--- config.mk ---
export PLATFORM = sky130hd
export DESIGN_NAME = rcv_flat
export DESIGN_NICKNAME = d
export VERILOG_FILES = /design/src/rtl/rcv_if.sv /design/src/rtl/rcv.sv /design/src/flat_wrapper.sv
export SDC_FILE = /design/constraint.sdc
export NUM_CORES = 1
export LEC_CHECK = 0
export ABC_AREA = 1
export BUFFER_PORTS_ARGS = -buffer_cell sky130_fd_sc_hd__buf_2
export CORE_MARGIN = 2
export CORE_UTILIZATION = 55
export CTS_BUF_LIST = sky130_fd_sc_hd__clkbuf_4
export CTS_CLUSTER_DIAMETER = 40
export DETAILED_ROUTE_END_ITERATION = 7
export PLACE_DENSITY = 0.82
export SETUP_SLACK_MARGIN = 0.4
export SKIP_LAST_GASP = 1
export SLEW_MARGIN = 20
export SYNTH_ARGS = -nofsm -noshare
export SYNTH_HDL_FRONTEND = slang
export SYNTH_SLANG_ARGS = --single-unit
export TNS_END_PERCENT = 1
--- constraint.sdc ---
create_clock -name clk -period 1.57 [get_ports clk]
set_clock_uncertainty 0.1 [all_clocks]
set_input_delay 0.314 -clock clk [delete_from_list [all_inputs] [get_ports clk]]
set_output_delay 0.314 -clock clk [all_outputs]
set_load 0.02 [all_outputs]
--- src/rtl/rcv_if.sv ---
// Consumer-side bundle of the serial receiver: held byte, status flags and the
// read acknowledge. The receiver uses the master view, the consumer the slave view.
interface rcv_if;
  logic       read;
  logic       full;
  logic [7:0] parallel_out;
  logic       overrun;
  logic       framing_err;

  modport master (
    input  read,
    output full,
    output parallel_out,
    output overrun,
    output framing_err
  );

  modport slave (
    output read,
    input  full,
    input  parallel_out,
    input  overrun,
    input  framing_err
  );
endinterface

--- src/rtl/rcv.sv ---
// Asynchronous 8N1 serial receiver. The line is synchronized, the start bit is
// confirmed at mid-bit, eight data bits are sampled LSB first at mid-bit and the
// stop bit decides between delivering the byte and flagging a framing error.
// The receiver never waits on the consumer: a new byte overwrites an unread one.
module rcv #(
  parameter int BIT_TICKS  = 1303,
  parameter int HALF_TICKS = 651
) (
  input  logic  clk,
  input  logic  reset,
  input  logic  serial_in,
  rcv_if.master bus
);

  typedef enum logic [2:0] {
    IDLE,
    START,
    DATA,
    STOP,
    BREAK
  } state_e;

  localparam logic [10:0] BIT_LOAD  = 11'(BIT_TICKS - 1);
  localparam logic [10:0] HALF_LOAD = 11'(HALF_TICKS - 1);

  logic        syncMeta_q;
  logic        syncOut_q;
  state_e      state_q;
  logic [10:0] count_q;
  logic [2:0]  bitIndex_q;
  logic [7:0]  shift_q;
  logic [7:0]  data_q;
  logic        full_q;
  logic        overrun_q;
  logic        framingErr_q;

  logic s;
  logic countZero;

  assign s         = syncOut_q;
  assign countZero = (count_q == 11'd0);

  // Two-flop synchronizer for the asynchronous line, parked at the idle level.
  always_ff @(posedge clk) begin
    if (reset) begin
      syncMeta_q <= 1'b1;
      syncOut_q  <= 1'b1;
    end else begin
      syncMeta_q <= serial_in;
      syncOut_q  <= syncMeta_q;
    end
  end

  // Frame FSM together with the held byte and the sticky status flags; a read
  // clears first so that a completing byte or framing error in the same cycle wins.
  always_ff @(posedge clk) begin
    if (reset) begin
      state_q      <= IDLE;
      count_q      <= 11'd0;
      bitIndex_q   <= 3'd0;
      shift_q      <= 8'h00;
      data_q       <= 8'h00;
      full_q       <= 1'b0;
      overrun_q    <= 1'b0;
      framingErr_q <= 1'b0;
    end else begin
      if (bus.read) begin
        full_q       <= 1'b0;
        overrun_q    <= 1'b0;
        framingErr_q <= 1'b0;
      end

      if ((state_q != IDLE) && (state_q != BREAK) && !countZero) begin
        count_q <= count_q - 11'd1;
      end

      unique case (state_q)
        IDLE: begin
          if (!s) begin
            state_q <= START;
            count_q <= HALF_LOAD;
          end
        end

        START: begin
          if (countZero) begin
            if (s) begin
              state_q <= IDLE;
            end else begin
              state_q    <= DATA;
              count_q    <= BIT_LOAD;
              bitIndex_q <= 3'd0;
            end
          end
        end

        DATA: begin
          if (countZero) begin
            shift_q <= {s, shift_q[7:1]};
            count_q <= BIT_LOAD;
            if (bitIndex_q == 3'd7) begin
              state_q <= STOP;
            end else begin
              bitIndex_q <= bitIndex_q + 3'd1;
            end
          end
        end

        STOP: begin
          if (countZero) begin
            if (s) begin
              data_q  <= shift_q;
              full_q  <= 1'b1;
              state_q <= IDLE;
              if (full_q && !bus.read) begin
                overrun_q <= 1'b1;
              end
            end else begin
              framingErr_q <= 1'b1;
              state_q      <= BREAK;
            end
          end
        end

        BREAK: begin
          if (s) begin
            state_q <= IDLE;
          end
        end

        default: begin
          state_q <= IDLE;
        end
      endcase
    end
  end

  assign bus.full         = full_q;
  assign bus.parallel_out = data_q;
  assign bus.overrun      = overrun_q;
  assign bus.framing_err  = framingErr_q;

endmodule

--- src/flat_wrapper.sv ---
// flat-port wrapper written by rule: the top's interface ports become plain ports
module rcv_flat 
#(
  parameter int BIT_TICKS  = 1303,
  parameter int HALF_TICKS = 651
)
  (clk, reset, serial_in, bus_read, bus_full, bus_parallel_out, bus_overrun, bus_framing_err);
  rcv_if bus_i ();
  input  logic clk;
  input  logic reset;
  input  logic serial_in;
  input wire logic [$bits(bus_i.read)-1:0] bus_read;
  output wire logic [$bits(bus_i.full)-1:0] bus_full;
  output wire logic [$bits(bus_i.parallel_out)-1:0] bus_parallel_out;
  output wire logic [$bits(bus_i.overrun)-1:0] bus_overrun;
  output wire logic [$bits(bus_i.framing_err)-1:0] bus_framing_err;
  assign bus_i.read = bus_read;
  assign bus_full = bus_i.full;
  assign bus_parallel_out = bus_i.parallel_out;
  assign bus_overrun = bus_i.overrun;
  assign bus_framing_err = bus_i.framing_err;
  rcv #(.BIT_TICKS(BIT_TICKS), .HALF_TICKS(HALF_TICKS)) u_core (.clk(clk), .reset(reset), .serial_in(serial_in), .bus(bus_i));
endmodule
======== Word-level counts from Yosys, hierarchy flattened ========
Cells that the tools add are included.
storage, ports and cells
  register bits after elaboration ......... 38
  input bits .............................. 4
  word-level logic and storage cells ...... 72
  output and inout bits ................... 11
operators by class
  equal/unequal tests ..................... 14
  add/subtract/negate cells ............... 2
  reductions and logical operators ........ 13
  multiplexer cells ....................... 33
operators with widths
  kind                     number
  $mux W11                 5
  $mux W3                  11
  $pmux W11 S3             1
  $pmux W3 S5              1
  $mux W1                  13
  $logic_not A11 Y1        1
  $sub A11 B1 Y11 const B  1
  $ne A2 B1 Y1 const B     5
  $eq A3 B2 Y1 const B     2
  $eq A3 B3 Y1 const B     2
  $ne A2 B2 Y1 const B     3
  $pmux W3 S2              1
  $reduce_and A6 Y1        1
  $reduce_and A5 Y1        1
  $add A3 B1 Y3 const B    1
  $eq A3 B1 Y1 const B     1
  $logic_and A1 B1 Y1      3
  $logic_not A3 Y1         1
  $ne A3 B3 Y1 const B     1
  $reduce_and A3 Y1        1
  $reduce_bool A3 Y1       1
  $logic_not A1 Y1         2
  $mux W2                  1
  $reduce_and A2 Y1        1
  $reduce_bool A2 Y1       1

======== Logic depth before layout (Yosys ltp) ========
Gate-level depths: netlist (run 1).
  depth in word-level cells ............... 7
  mapped depth ............................ 13
  gate-level depth less buffers ........... 13

======== Worst setup path before layout (run 1) ========
Ideal clock, no wire load.
  path kind ............................... register -> register
  from .................................... register u_core.count_q[0]
  to ...................................... register u_core.bitIndex_q[1]
  clock period less this slack ............ 1.566 ns
  arrival time ............................ 1.396 ns
  required time ........................... 1.400 ns
  path slack .............................. 0.004 ns
  library setup time ...................... 0.070 ns
  stages on the path, launching flop included .. 12
  buffers on the path ..................... 1
  path through ............................ dfxtp_1 inv_1 ha_1 inv_1 nor2_1 inv_1 nor2_4 nand2_4 nor2_8 buf_6 nand4_1 a21oi_1
on the way
  cells in the longest elaborated chain, start to end .. 3
  elaborated cells on any way between the ends .. 4
  classes of those cells .................. 2 x eq/ne; 2 x reduce/logical
ends and longest elaborated chain
  element                               RTL line    text
  start: declaration                    rcv.sv:29   logic [10:0] count_q;
  start signal: assignment              rcv.sv:74   count_q <= count_q - 11'd1;
  $logic_not A11 Y1 *                   rcv.sv:41   assign countZero = (count_q == 11'd0);
  $ne A2 B1 Y1 (no source line)         --
  $reduce_and A5 Y1 (no source line) *  --
  end signal: assignment                rcv.sv:104  bitIndex_q <= bitIndex_q + 3'd1;
  end: declaration                      rcv.sv:30   logic [2:0] bitIndex_q;
Every way passes the cells marked *; elsewhere a longest branch is shown, timed or not.
A chain may end at the register's enable or synchronous reset.

======== Worst setup path in the final report (run 1) ========
  from .................................... register u_core.count_q[0]
  to ...................................... register u_core.shift_q[1]
on the way
  cells in the longest elaborated chain, start to end .. 2
ends and longest elaborated chain
  element                             RTL line   text
  $logic_not A11 Y1                   rcv.sv:41
  $reduce_and A2 Y1 (no source line)  --
  end signal: assignment              rcv.sv:99  shift_q <= {s, shift_q[7:1]};
  end: declaration                    rcv.sv:31  logic [7:0] shift_q;
No other way between the ends.

==> flow_summary.toml, run 1 <==
[status]
outcome = "finished, violations left"
violations = "setup timing"

[clock_tree]
clk_path_buf_depth = 2
tritoncts = "done"
cts_buffers = 5
clock_latency_ns = 0.34
htreeDepth = 2
clk_pin_slew_ns = 0.12
root_buffer = "clkbuf_4"
clock_sinks = 38
cts_hold_buf = 0

[timing]
timing.final.crit_share = 1.08
fmax_mhz = 590
layout_setup_ws_ns = -0.125
setup_viol = 27
worst_pin_slew_ns = 0.323
rsz0062_at_grt = "true"
fin_setup_tns_ns = -1.48
slew_viol_final = 0
final_hold_viol_count = 0
period_minus_slack_ns = 1.70
max-slew-margin-rel = 0.784

[worst_setup_path]
cp.required_ns = 1.73
timing.critical_path.arrival_ns = 1.85
start_kind = "flop"
crit_type = "flop to flop"
ff2ff_path_depth = 11
regToRegEndpoint = "u_core.shift_q[1]$_SDFFE_PP0P_"
worstPathCellList = "inv_2 -> ha_4 -> inv_2 -> nor2_4 -> inv_2 -> nor2_4 -> nand2_4 -> nor2_8 -> buf_12 -> o21ai_0 -> a21oi_1"
cp_slowest_cell = "dfxtp_2"
crit_buf_inv = 4
crit_fanout = 14
critical_path.top_delay_family = "simple AND/OR/NAND/NOR gates"
max_stage_delay_ns = 0.35
path_common_cell = "inv_2"
r2r_setup_slack_ns = -0.13
cp-end-kind = "flop"
reg2reg_from = "u_core.count_q[0]$_SDFF_PP0_"

[power]
switching_share = 0.460
p_sw_mw = 2.03
finalPower_mw = 4.42
seqPwrFrac = 0.301
leakage_nw = 1.06
internal_power_mw = 2.39
pwr-share-clk = 0.111
ir_drop_mv = 0.796
cellPowerDensity_nw_per_um2 = 1950
p_comb_frac = 0.588

[yosys]
ys_ff_latch = 38
syn_nets = 260
yosys.area_share.simple = 0.312
synth-xor-area-share = 0.0188
ys_seq_area_frac = 0.408
synth_cells = 252
yosysUniqueCellTypes = 30
ys_warn_count = 0
synth_mux_area_frac = 0
avgSynthCellArea_sq_um = 7.40
synthAdderAreaFrac = 0.0268
synth_compound_area_frac = 0.146
synth_top_family_by_area = "simple AND/OR/NAND/NOR gates"
syn_area_sq_um = 1870

[placement]
place_area_sq_um = 2140
gp_congestion = 0.873
dp_hpwl_mm = 2.90
numPortBuffers = 14
pre_cts_ws_ns = -0.257
dpl.cell_count = 327

[grt]
grt_pass1_wl_mm = 7.18
grt_overflow = 0
antenna_found_initial = 0
track_usage = 0.230
grt_pass1_vias = 1640
grt_max_degree = 22

[min_path]
hold_end = "u_core.syncMeta_q$_SDFF_PP1_"
hold_path.class = "primary input to flop"
min_from = "serial_in"
whs_path_depth = 2

[route]
via_per_inst = 5.21
drtAntennaViolNets = 0
vias = 1771
drt_iter0_markers = 85
drc = 0
drt_pre_antenna_iters = 4
routedWlPerCell_um = 11.8
routed_wl_mm = 4.02

[finish]
n_fill_cell = 267
n_antenna_cell = 0
syn_to_final_growth_pct = 21.3
final_cells = 340
nets = 301
stdcell_area_sq_um = 2260
drive_gt1_frac = 0.276

[floorplanning]
start_util = 0.568
ioPinCount = 15
rows = 21
die_x_um = 62.2
core_sq_um = 3280
die_y_um = 62.2
die_area_sq_um = 3870

[run]
max_cap_violations = 0
-- worst reg2reg max path, stage by stage, from the launching register on --
cell and delay, ns:
dfxtp_2 0.35, inv_2 0.06, ha_4 0.12, inv_2 0.03, nor2_4 0.12, inv_2 0.05
nor2_4 0.10, nand2_4 0.11, nor2_8 0.17, buf_12 0.14, o21ai_0 0.08, a21oi_1 0.19
-- how the worst max path moves through the flow --
stage,start,endpoint,slack (ns),cells past startpoint
global route,u_core.count_q[1]$_SDFF_PP0_,u_core.bus.parallel_out[2]$_SDFFE_PP0P_,-0.22,11
detailed placement,u_core.count_q[1]$_SDFF_PP0_,u_core.state_q[1]$_SDFFE_PP0P_,-0.26,10
CTS,u_core.count_q[0]$_SDFF_PP0_,u_core.bus.parallel_out[4]$_SDFFE_PP0P_,-0.11,11
global placement,u_core.count_q[1]$_SDFF_PP0_,u_core.state_q[1]$_SDFFE_PP0P_,-0.19,10
finish,u_core.count_q[0]$_SDFF_PP0_,u_core.shift_q[1]$_SDFFE_PP0P_,-0.13,11
floorplan,u_core.count_q[0]$_SDFF_PP0_,u_core.bitIndex_q[1]$_SDFFE_PP0P_,0.04,11
-- area by class of cell --
class | count | area, sq um | area share
repair buffers | 40 | 282 | 0.124
clock inverters | 3 | 16.3 | 0.00719
well taps | 46 | 57.6 | 0.0254
inverters | 34 | 128 | 0.0564
clock buffers | 5 | 37.5 | 0.0166
flip-flops and latches | 38 | 763 | 0.337
multi-input cells | 174 | 980 | 0.433
-- layer usage --
metal	track usage	routed length, um	up-vias
li1	-	-	895
met1	0.294	1840	818
met2	0.374	1900	50
met3	0.0471	190	8
met4	0.106	85	0
met5	0	0	-
-- power by group through the flow --
stage	logic (mW)	clock network (mW)	registers [mW]
6_report	2.60	0.493	1.33
5_1_grt	2.93	0.550	1.35
4_1_cts	2.57	0.500	1.33
3_5_place_dp	2.42	0	1.34
3_3_place_gp	2.38	0	1.34
2_1_floorplan	1.81	0	1.33
-- Yosys cell counts (all sizes together) --
library cell / instances / share of area
nand2: 52 / 0.12
dfxtp: 38 / 0.41
inv: 34 / 0.068
nor2: 33 / 0.099
a21oi: 28 / 0.075
o21ai: 21 / 0.058
nand3: 15 / 0.040
nand4: 5 / 0.017
nor3: 5 / 0.025
ha: 4 / 0.027
xor2: 4 / 0.019
buf: 3 / 0.015
clkbuf: 3 / 0.0060
or2: 3 / 0.010
nand3b: 1 / 0.0040
o211ai: 1 / 0.0040
o21bai: 1 / 0.0040
o31ai: 1 / 0.0040
-- cells by family (layout without fill, tap and decap cells) --
| logic type | after synthesis | after routing |
|---|---|---|
| XOR/XNOR | 4 | 4 |
| adder cells (fa/ha/maj) | 4 | 4 |
| buffers and inverters | 40 | 82 |
| AND/OR/NAND/NOR | 114 | 114 |
| AO/OA/AOI/OAI | 52 | 52 |
| flip-flops | 38 | 38 |
-- sequential cells by signal (all words and copies together) (netlist names) --
signal	cells
u_core.count_q	11
u_core.bus.parallel_out	8
u_core.shift_q	8
u_core.bitIndex_q	3
u_core.state_q	3
u_core.bus.framing_err	1
u_core.bus.full	1
u_core.bus.overrun	1
u_core.s	1
u_core.syncMeta_q	1
-- through the flow --
stage                     utilization  hold slack (ns)
after floorplan                     -            0.289
after global placement          0.652            0.296
after detailed placement        0.652            0.300
after CTS                       0.687           0.0404
after global routing            0.689           0.0247
final                           0.689           0.0528
-- cell usage in the layout (no fill, tap or decap), drive strengths merged, types with 2 or more instances in the layout --
master  instances
buf            40
clkbuf          5
or2             3
nor2           33
dfxtp          38
nand3          15
nand2          52
nor3            5
xor2            4
inv            34
o21ai          21
ha              4
clkinv          2
nand4           5
a21oi          28
-- what timing repair did --
item / CTS / global route
resized for setup: 7 / 2
setup buffers: 5 / 0
setup endpoints to repair: 47 / 47
hold endpoints to repair: 0 / 0
pin swaps: 4 / 4
Power figures use the tool's default switching activity.
==> inputs of run 2 (changes only) <==
--- a/config.mk
+++ b/config.mk
@@ -7,7 +7,7 @@
 export LEC_CHECK = 0
 export ABC_AREA = 1
 export BUFFER_PORTS_ARGS = -buffer_cell sky130_fd_sc_hd__buf_2
-export CORE_MARGIN = 2
+export CORE_MARGIN = 4
 export CORE_UTILIZATION = 55
 export CTS_BUF_LIST = sky130_fd_sc_hd__clkbuf_4
 export CTS_CLUSTER_DIAMETER = 40
==> constraint.sdc (replaced) <==
create_clock -name clk -period 1.57 [get_ports clk]
set_clock_uncertainty 0.1 [all_clocks]
set_input_delay 0.471 -clock clk [delete_from_list [all_inputs] [get_ports clk]]
set_output_delay 0.471 -clock clk [all_outputs]
set_load 0.02 [all_outputs]
==> run 2 against run 1 <==
- the flow still finishes with violations (setup timing)
- global-route usage is 2.7 points higher
- cell area increased by 7.2%
- clock power grew 71%
- non-clock buffer count grew 2
- hold slack improved by 0.15 ns
- die area grew 13%
- first-iteration DRC count increased by 94%
- core utilization is 8.1 points higher
- register-to-register slack lost 0.08 ns
- clock-buffer cell count did not move
- critical path depth increased by 1
- routed wire length up 25%
- largest cell class unchanged
==> flow_summary.toml, run 2 (synthesis results as in run 1) <==
[status]
outcome = "finished, violations left"
violations = "setup timing"

[min_path]
whs_path_depth = 2
min_from = "serial_in"
hold_end = "u_core.syncMeta_q$_SDFF_PP1_"
hold_path.class = "primary input to flop"

[worst_setup_path]
critical_path.top_delay_family = "simple AND/OR/NAND/NOR gates"
crit_type = "flop to flop"
start_kind = "flop"
cp.required_ns = 1.71
r2r_setup_slack_ns = -0.21
reg2reg_from = "u_core.count_q[0]$_SDFF_PP0_"
regToRegEndpoint = "u_core.shift_q[7]$_SDFFE_PP0P_"
max_stage_delay_ns = 0.35
worstPathCellList = "inv_2 -> ha_4 -> inv_2 -> nor2_4 -> buf_6 -> inv_4 -> nor2_4 -> nand2_4 -> nor2_8 -> inv_1 -> o21ai_1 -> a21oi_1"
timing.critical_path.arrival_ns = 1.92
cp-end-kind = "flop"
crit_buf_inv = 5
ff2ff_path_depth = 12
cp_slowest_cell = "dfxtp_2"
crit_fanout = 7

[timing]
fin_setup_tns_ns = -4.88
max-slew-margin-rel = 0.750
final_hold_viol_count = 0
period_minus_slack_ns = 1.78
fmax_mhz = 563
setup_viol = 36
worst_pin_slew_ns = 0.373
slew_viol_final = 0
timing.final.crit_share = 1.13
layout_setup_ws_ns = -0.205
rsz0062_at_grt = "true"

[route]
vias = 1905
routed_wl_mm = 5.02
drc = 0
drtAntennaViolNets = 0
drt_iter0_markers = 165
via_per_inst = 5.59
drt_pre_antenna_iters = 5
routedWlPerCell_um = 14.7

[finish]
mostFrequentLayoutCells = "nand2_1 (47), dfxtp_1 (36), inv_1 (28), nor2_1 (23), a21oi_1 (23)"
syn_to_final_growth_pct = 30.1
multi_input_area_sq_um = 998
final_common_cell = "nand2_1"
n_antenna_cell = 0
largest_reg_flops = 11
drive_gt1_frac = 0.296
top_register = "u_core.count_q"
n_fill_cell = 233
ff_latch_area_sq_um = 763
nets = 304

[floorplanning]
die_x_um = 66.2
die_y_um = 66.2
start_util = 0.592
die_area_sq_um = 4390
rows = 20
ioPinCount = 15
core_sq_um = 3150

[grt]
track_usage = 0.257
grt_max_degree = 25
grt_overflow = 0
grt_pass1_vias = 1876
antenna_found_initial = 0
grt_pass1_wl_mm = 8.58

[power]
p_comb_frac = 0.584
switching_share = 0.436
ir_drop_mv = 1.42
cellPowerDensity_nw_per_um2 = 2160
seqPwrFrac = 0.254
leakage_nw = 1.12
p_sw_mw = 2.28
finalPower_mw = 5.23
internal_power_mw = 2.95
pwr-share-clk = 0.161

[placement]
gp_congestion = 0.918
numPortBuffers = 14
dp_hpwl_mm = 3.09

[run]
max_cap_violations = 0

[clock_tree]
clock_sinks = 38
htreeDepth = 2
tritoncts = "done"
clock_latency_ns = 0.36
clk_pin_slew_ns = 0.14
clk_path_buf_depth = 2
cts_buffers = 5
cts_hold_buf = 0
root_buffer = "clkbuf_4"
-- run 2: metal layers --
layer | vias up | global-route usage | share of wire
met1 | 887 | 0.319 | 0.41
met4 | 0 | 0.114 | 0.027
met5 | - | 0 | 0
li1 | 901 | - | -
met2 | 98 | 0.421 | 0.49
met3 | 19 | 0.0561 | 0.070
-- run 2: worst max-delay path by stage --
stage	cells after the start	from	slack (ns)	end
4_1_cts	12	u_core.count_q[0]$_SDFF_PP0_	-0.15	u_core.shift_q[3]$_SDFFE_PP0P_
3_3_place_gp	10	u_core.count_q[1]$_SDFF_PP0_	-0.18	u_core.state_q[1]$_SDFFE_PP0P_
5_1_grt	12	u_core.count_q[0]$_SDFF_PP0_	-0.27	u_core.bus.parallel_out[6]$_SDFFE_PP0P_
3_5_place_dp	10	u_core.count_q[1]$_SDFF_PP0_	-0.26	u_core.state_q[1]$_SDFFE_PP0P_
2_1_floorplan	11	u_core.count_q[0]$_SDFF_PP0_	0.04	u_core.bitIndex_q[1]$_SDFFE_PP0P_
6_report	12	u_core.count_q[0]$_SDFF_PP0_	-0.21	u_core.shift_q[7]$_SDFFE_PP0P_
-- run 2: area by class of cell --
class	instances	area share
multi-input combinational	175	0.411
sequential	38	0.314
timing repair buffer	42	0.154
inverter	34	0.0536
clock inverter	3	0.0284
tap	44	0.0227
clock buffer	5	0.0155
-- run 2: through the flow --
| stage | util | hold WS (ns) | area (sq um) | instances | setup WS (ns) |
|---|---|---|---|---|---|
| 2_1_floorplan | - | 0.289 | 1880 | 252 | 0.0394 |
| 3_3_place_gp | 0.688 | 0.293 | 2170 | 326 | -0.177 |
| 3_5_place_dp | 0.688 | 0.297 | 2170 | 326 | -0.264 |
| 4_1_cts | 0.762 | 0.195 | 2400 | 340 | -0.150 |
| 5_1_grt | 0.770 | 0.211 | 2430 | 341 | -0.268 |
| 6_report | 0.770 | 0.207 | 2430 | 341 | -0.205 |
-- run 2: what timing repair did --
item	4_1_cts	5_1_grt
resized for setup	16	5
pin swaps	12	3
setup endpoints to repair	47	47
gates cloned	2	0
setup buffers	4	1
-- run 2: power by group through the flow --
stage	combinational, mW	clock [mW]	sequential, mW
final	3.06	0.845	1.33
after CTS	2.81	0.853	1.32
after detailed placement	2.47	0	1.33
after global routing	3.35	0.899	1.36
after global placement	2.40	0	1.33
after floorplan	1.81	0	1.33
